## src/rtl/pport_pkg.sv

```systemverilog
// Shared types and default timing for the peripheral port arbiter/sequencer.
package pport_pkg;

    typedef enum logic [2:0] {
        ST_IDLE,
        ST_SETUP,
        ST_STROBE,
        ST_WAIT_RDY,
        ST_HOLD
    } state_t;

    typedef enum logic [1:0] {
        SEL_PORT0 = 2'b00,
        SEL_PORT1 = 2'b01,
        SEL_PORT2 = 2'b10,
        SEL_NONE  = 2'b11
    } sel_t;

    typedef enum logic {
        OWN_CPU = 1'b0,
        OWN_DMA = 1'b1
    } owner_t;

    localparam int unsigned SETUP_CYC_DEF   = 1;
    localparam int unsigned STROBE_CYC_DEF  = 3;
    localparam int unsigned HOLD_CYC_DEF    = 1;
    localparam int unsigned TIMEOUT_CYC_DEF = 255;

    // Select vector {CSS, CSX0, CSX1, DACK}; a DMA owner only ever gets DACK.
    function automatic logic [3:0] cs_decode(input owner_t own, input sel_t sel);
        logic [3:0] v;
        v = '0;
        if (own == OWN_DMA) begin
            v[0] = 1'b1;
        end else begin
            case (sel)
                SEL_PORT0: v[3] = 1'b1;
                SEL_PORT1: v[2] = 1'b1;
                SEL_PORT2: v[1] = 1'b1;
                default:   v    = '0;
            endcase
        end
        return v;
    endfunction

endpackage

```

## src/rtl/pport_timer.sv

```systemverilog
// Loadable down-counter; 'expired' is high for the single cycle the count reads 1.
module pport_timer #(
    parameter int unsigned W = 4
) (
    input  logic         SCLK,
    input  logic         RST,
    input  logic         load,
    input  logic [W-1:0] value,
    output logic         expired
);

    logic [W-1:0] cnt;

    always_ff @(posedge SCLK) begin
        if (RST) begin
            cnt <= '0;
        end else if (load) begin
            cnt <= value;
        end else if (cnt != '0) begin
            cnt <= cnt - W'(1);
        end
    end

    assign expired = (cnt == W'(1));

endmodule

```

## src/rtl/pport_arbiter.sv

```systemverilog
// Peripheral port arbiter/sequencer: CPU vs DMA grant, CS/strobe/DACK timing with IORDY.
// Optional IORDY wait abort enabled by defining PPORT_TIMEOUT_EN.
module pport_arbiter
    import pport_pkg::*;
#(
    parameter int unsigned SETUP_CYC   = SETUP_CYC_DEF,
    parameter int unsigned STROBE_CYC  = STROBE_CYC_DEF,
    parameter int unsigned HOLD_CYC    = HOLD_CYC_DEF,
    parameter int unsigned TIMEOUT_CYC = TIMEOUT_CYC_DEF
) (
    input  logic       SCLK,
    input  logic       RST,
    input  logic       CPU_REQ,
    input  logic       CPU_RW,
    input  logic [1:0] CPU_SEL,
    output logic       CPU_ACK,
    input  logic       DMA_REQ,
    input  logic       DMA_DIR,
    output logic       DMA_ACK,
    input  logic       IORDY,
    output logic       RE_O,
    output logic       WE_O,
    output logic       CSS_O,
    output logic       CSX0_O,
    output logic       CSX1_O,
    output logic       DACK_O,
    output logic       LATCH_O,
    output logic       BUSY,
    output logic       TIMEOUT_O
);

    if (SETUP_CYC < 1 || SETUP_CYC > 15) begin : g_bad_setup
        $error("pport_arbiter: SETUP_CYC must be 1..15");
    end
    if (STROBE_CYC < 1 || STROBE_CYC > 15) begin : g_bad_strobe
        $error("pport_arbiter: STROBE_CYC must be 1..15");
    end
    if (HOLD_CYC < 1 || HOLD_CYC > 15) begin : g_bad_hold
        $error("pport_arbiter: HOLD_CYC must be 1..15");
    end
    if (TIMEOUT_CYC < 1 || TIMEOUT_CYC > 255) begin : g_bad_timeout
        $error("pport_arbiter: TIMEOUT_CYC must be 1..255");
    end

    state_t     state;
    owner_t     owner;
    owner_t     last_grant;
    logic       rd;
    logic [3:0] cs_q;
    logic       re_q;
    logic       we_q;

    logic       t_load;
    logic [3:0] t_val;
    logic       t_exp;
    logic       to_exp;

    logic       cpu_win;
    owner_t     grant_own;
    logic       grant_rd;
    logic       strobe_end;
    logic       wait_abort;
    logic       hold_end;

    // Alternate on a tie: the CPU wins only if DMA had the last grant.
    assign cpu_win   = CPU_REQ && (!DMA_REQ || last_grant == OWN_DMA);
    assign grant_own = cpu_win ? OWN_CPU : OWN_DMA;
    assign grant_rd  = cpu_win ? CPU_RW : !DMA_DIR;

    assign strobe_end = (state == ST_STROBE && t_exp && IORDY) ||
                        (state == ST_WAIT_RDY && IORDY);
    assign wait_abort = (state == ST_WAIT_RDY) && !IORDY && to_exp;
    assign hold_end   = (state == ST_HOLD) && t_exp;

    always_comb begin
        t_load = 1'b0;
        t_val  = '0;
        case (state)
            ST_IDLE: begin
                if (CPU_REQ || DMA_REQ) begin
                    t_load = 1'b1;
                    t_val  = 4'(SETUP_CYC);
                end
            end
            ST_SETUP: begin
                if (t_exp) begin
                    t_load = 1'b1;
                    t_val  = 4'(STROBE_CYC);
                end
            end
            ST_STROBE, ST_WAIT_RDY: begin
                if (strobe_end || wait_abort) begin
                    t_load = 1'b1;
                    t_val  = 4'(HOLD_CYC);
                end
            end
            default: begin
                t_load = 1'b0;
                t_val  = '0;
            end
        endcase
    end

    pport_timer #(.W(4)) u_timer (
        .SCLK    (SCLK),
        .RST     (RST),
        .load    (t_load),
        .value   (t_val),
        .expired (t_exp)
    );

`ifdef PPORT_TIMEOUT_EN
    logic to_load;
    assign to_load = (state == ST_STROBE) && t_exp && !IORDY;

    pport_timer #(.W(8)) u_timeout (
        .SCLK    (SCLK),
        .RST     (RST),
        .load    (to_load),
        .value   (8'(TIMEOUT_CYC)),
        .expired (to_exp)
    );
`else
    assign to_exp = 1'b0;
`endif

    always_ff @(posedge SCLK) begin
        if (RST) begin
            state      <= ST_IDLE;
            owner      <= OWN_CPU;
            last_grant <= OWN_CPU;
            rd         <= 1'b0;
            cs_q       <= '0;
            re_q       <= 1'b0;
            we_q       <= 1'b0;
        end else begin
            case (state)
                ST_IDLE: begin
                    if (CPU_REQ || DMA_REQ) begin
                        owner      <= grant_own;
                        last_grant <= grant_own;
                        rd         <= grant_rd;
                        cs_q       <= cs_decode(grant_own, sel_t'(CPU_SEL));
                        state      <= ST_SETUP;
                    end
                end
                ST_SETUP: begin
                    if (t_exp) begin
                        re_q  <= rd;
                        we_q  <= !rd;
                        state <= ST_STROBE;
                    end
                end
                ST_STROBE: begin
                    if (t_exp) begin
                        if (strobe_end) begin
                            re_q  <= 1'b0;
                            we_q  <= 1'b0;
                            state <= ST_HOLD;
                        end else begin
                            state <= ST_WAIT_RDY;
                        end
                    end
                end
                ST_WAIT_RDY: begin
                    if (strobe_end || wait_abort) begin
                        re_q  <= 1'b0;
                        we_q  <= 1'b0;
                        state <= ST_HOLD;
                    end
                end
                ST_HOLD: begin
                    if (t_exp) begin
                        cs_q  <= '0;
                        state <= ST_IDLE;
                    end
                end
                default: begin
                    cs_q  <= '0;
                    re_q  <= 1'b0;
                    we_q  <= 1'b0;
                    state <= ST_IDLE;
                end
            endcase
        end
    end

    assign {CSS_O, CSX0_O, CSX1_O, DACK_O} = cs_q;
    assign RE_O = re_q;
    assign WE_O = we_q;

    // Pulses are decoded from registered state because they depend on same-cycle IORDY.
    assign LATCH_O   = rd && strobe_end;
    assign TIMEOUT_O = wait_abort;
    assign CPU_ACK   = hold_end && (owner == OWN_CPU);
    assign DMA_ACK   = hold_end && (owner == OWN_DMA);
    assign BUSY      = (state != ST_IDLE);

endmodule

```

## config.mk

```make
export PLATFORM = sky130hd
export DESIGN_NAME = pport_arbiter
export DESIGN_NICKNAME = d
export VERILOG_FILES = /design/src/rtl/pport_pkg.sv /design/src/rtl/pport_timer.sv /design/src/rtl/pport_arbiter.sv
export SDC_FILE = /design/constraint.sdc
export NUM_CORES = 1
export LEC_CHECK = 0
export ABC_AREA = 0
export BUFFER_PORTS_ARGS = -buffer_cell sky130_fd_sc_hd__buf_2
export CORE_ASPECT_RATIO = 0.75
export CORE_MARGIN = 1
export CORE_UTILIZATION = 52
export CTS_BUF_LIST = sky130_fd_sc_hd__clkbuf_16
export CTS_CLUSTER_SIZE = 12
export DETAILED_ROUTE_END_ITERATION = 10
export PLACE_DENSITY_LB_ADDON = 0.15
export SETUP_SLACK_MARGIN = 0.1
export SYNTH_ARGS = -nofsm -noshare
export SYNTH_HDL_FRONTEND = slang
export SYNTH_SLANG_ARGS = --single-unit
```

## constraint.sdc

```tcl
create_clock -name SCLK -period 1.91 [get_ports SCLK]
set_clock_uncertainty 0.05 [all_clocks]
set_input_delay 0.0955 -clock SCLK [delete_from_list [all_inputs] [get_ports SCLK]]
set_output_delay 0.0955 -clock SCLK [all_outputs]
set_load 0.02 [all_outputs]
```

==> metrics <==
wl on met1=1030 um; CP Class=reg2reg; overall die height=38.5 um; CTS Buffer Depth=2; sequential area share after synthesis=0.325; diode count=0; Mapped Cells=110; vias in the first global route=790; H-tree depth=1; Worst EP arrival=1.85 ns; Clock Tree Root=clkbuf_16; row cnt=12; Fillers=125; Worst-Skew Late Latency=0.25 ns; Buf/Inv on CP=1; unrepaired setup endpoints after global routing=yes; synthesized flop and latch total=15; PortBufs=18; Final nets=143; Layout Utilization=0.735; run status=completed; largest cells by area after synthesis=dfxtp_1 33%, a21oi_1 5.4%, nor2_1 3.7%, nor4_1 3.4%, nor3_1 3.3%; P_leak=0.463 nW; post-route minimum period=1.75 ns; CP Cell Sequence=inv_2, ha_4, nor3b_4, o21ai_2, or3_4, a221oi_2; Ys Warns=0; largest net degree at the start of global routing=17; gr ovfl total=0; DIE AREA=1950 sq um; core area=1560 sq um; WL/cell=15.7 um; # IOs=20; FMAX=572 MHz; Pwr Density=1970 nW/um^2; Max Cap Viol=0; first-pass GRT wire length=3730 um; Final Cell Area=1150 sq um; setup TNS=0 ns; Mapped Avg Cell Area=8.39 sq um; Total Wirelength=2390 um; VDD IR max=0.00170 V; Crit-path slowest cell=or3_4; post-route ant nets=0; synth unique cells=44; Starting Density=0.591; Crit path required time=2.02 ns; initial antenna violation count=0; clock tree sinks=15; final period utilization=0.915; met3 WL=239 um; endpoint type of the worst setup path=register; Post-Synthesis Net Count=121; layout overhead on the synthesized area=24.3%; worst slew margin relative to its limit=0.620; Max stage delay on crit path=0.35 ns; Tightest Pin Transition=0.569 ns; Synth Area in Adders=0.0271; clock slew seen by the registers of the worst setup and hold paths=0.05 ns; Cell Area, Placed=1030 sq um; Fin. Hold Viols=0; Synth top area share=0.325; number of synthesized flops with an enable pin=0; fraction of registers with async set/reset=0; DR top layer=met4; leading cell type in the layout, fill and taps excluded=buf_2; Final Slew Violations=0; drt first-iter violations=40; biggest area consumer among synthesized cells=dfxtp_1; XOR/XNOR share of the synthesized area=0.0285; Setup-failing EPs final=0; Pre-Repair DR Iteration Count=4; RePlAce Congestion=0.859; CTS Hold Bufs=0; Via density=6.14; post-synthesis mux area share=0.0108; CTS tree=done; hold crit path type=in2reg; Synth Flop Type=dfxtp_1; commonest non-fill, non-tap cells in the layout=18 x buf_2, 13 x dfxtp_1, 10 x a21oi_1, 9 x nor2_1; post-synthesis simple-gate area fraction=0.350; via count=934; Inserted Clock Buffers=3; CP Launch Type=register; gr usage total=0.281; Crit Path Max Fanout=6; post-DP HPWL=1640 um; number of remaining DRC errors=0; WL met2=1050 um; Synth Area in Compound Gates=0.199; Post-Syn Area=923 sq um; share of cells above drive strength 1=0.305; CP delay by family, top=simple AND/OR/NAND/NOR gates; Die Width=50.7 um; largest family of logic cells by synthesized area=simple AND/OR/NAND/NOR gates
## synth_stat cells, drive strengths merged (2+ instances only)
master,count
nand2,3
inv,6
or4,2
clkbuf,2
a221oi,2
xnor2,3
nand3,5
nor2,9
o21ai,4
nor3b,3
buf,4
a211o,2
a211oi,2
or3,3
nor2b,2
dfxtp,15
nand2b,2
nor4,5
nand4b,2
a21oi,10
nor3,8
ha,2
## what timing repair did
item,CTS,global route
pin swaps,0,3
gates resized for setup,0,6
setup endpoints to repair,1,10
gates cloned,0,0
setup buffers,2,0
## path summary, 6_finish.rpt
check | from | endpoint | slack [ns] | cells after the start
worst max-delay path | u_timer.cnt[1] | u_timer.cnt[1] | 0.16 | 6
worst min-delay path | CPU_SEL[0] | cs_q[2] | 0.1 | 3
worst max register to register | u_timer.cnt[1] | u_timer.cnt[1] | 0.16 | 6
worst min register to register | cs_q[2] | cs_q[2] | 0.41 | 2
## per-layer routing
metal  vias to the layer above  global-route usage
li1                        450                   -
met1                       418               0.356
met2                        54               0.420
met3                        12               0.103
met4                         0               0.146
met5                         -                   0
## cells by family after synthesis
group           count (synthesis)
fa+ha+maj                       2
xor+xnor                        3
mux                             1
other cells                     1
buf+inv                        12
compound gates                 26
flops                          15
simple gates                   50
## stage by stage
stage / worst slack (ns) / hold slack (ns) / power, mW / std cells
floorplan: 0.278 / 0.112 / 1.44 / 110
global placement: 0.194 / 0.341 / 1.69 / 146
detailed placement: 0.0940 / 0.354 / 1.73 / 146
CTS: 0.108 / 0.0933 / 2.19 / 152
global route: 0.0857 / 0.102 / 2.39 / 152
finish: 0.163 / 0.0978 / 2.26 / 152
## flip-flops by register name, summed over array words and instances (netlist names)
| name | flops |
|---|---|
| RE_O | 1 |
| WE_O | 1 |
| cs_q | 4 |
| last_grant | 1 |
| rd | 1 |
| state | 3 |
| u_timer.cnt | 4 |
## power breakdown
part / leakage [nW] / total, mW / switching, mW / internal [mW]
clock: 0.0423 / 0.408 / 0.131 / 0.278
combinational: 0.297 / 1.25 / 0.686 / 0.565
sequential: 0.123 / 0.602 / 0.179 / 0.424
## tightest hold or removal path, cell delays in order
cell,delay (ns)
buf_2,0.11
nand4b_1,0.08
a21oi_1,0.06
## layout make-up
cell class                      instances  area (sq um)  area share
Clock buffer                            3          75.1      0.0654
Clock inverter                          1          3.75     0.00327
Inverter                                6          22.5      0.0196
Multi-Input combinational cell         83           589       0.514
Sequential cell                        15           303       0.264
Tap cell                               21          26.3      0.0229
Timing Repair Buffer                   23           128       0.111
Power figures use the tool's default switching activity.
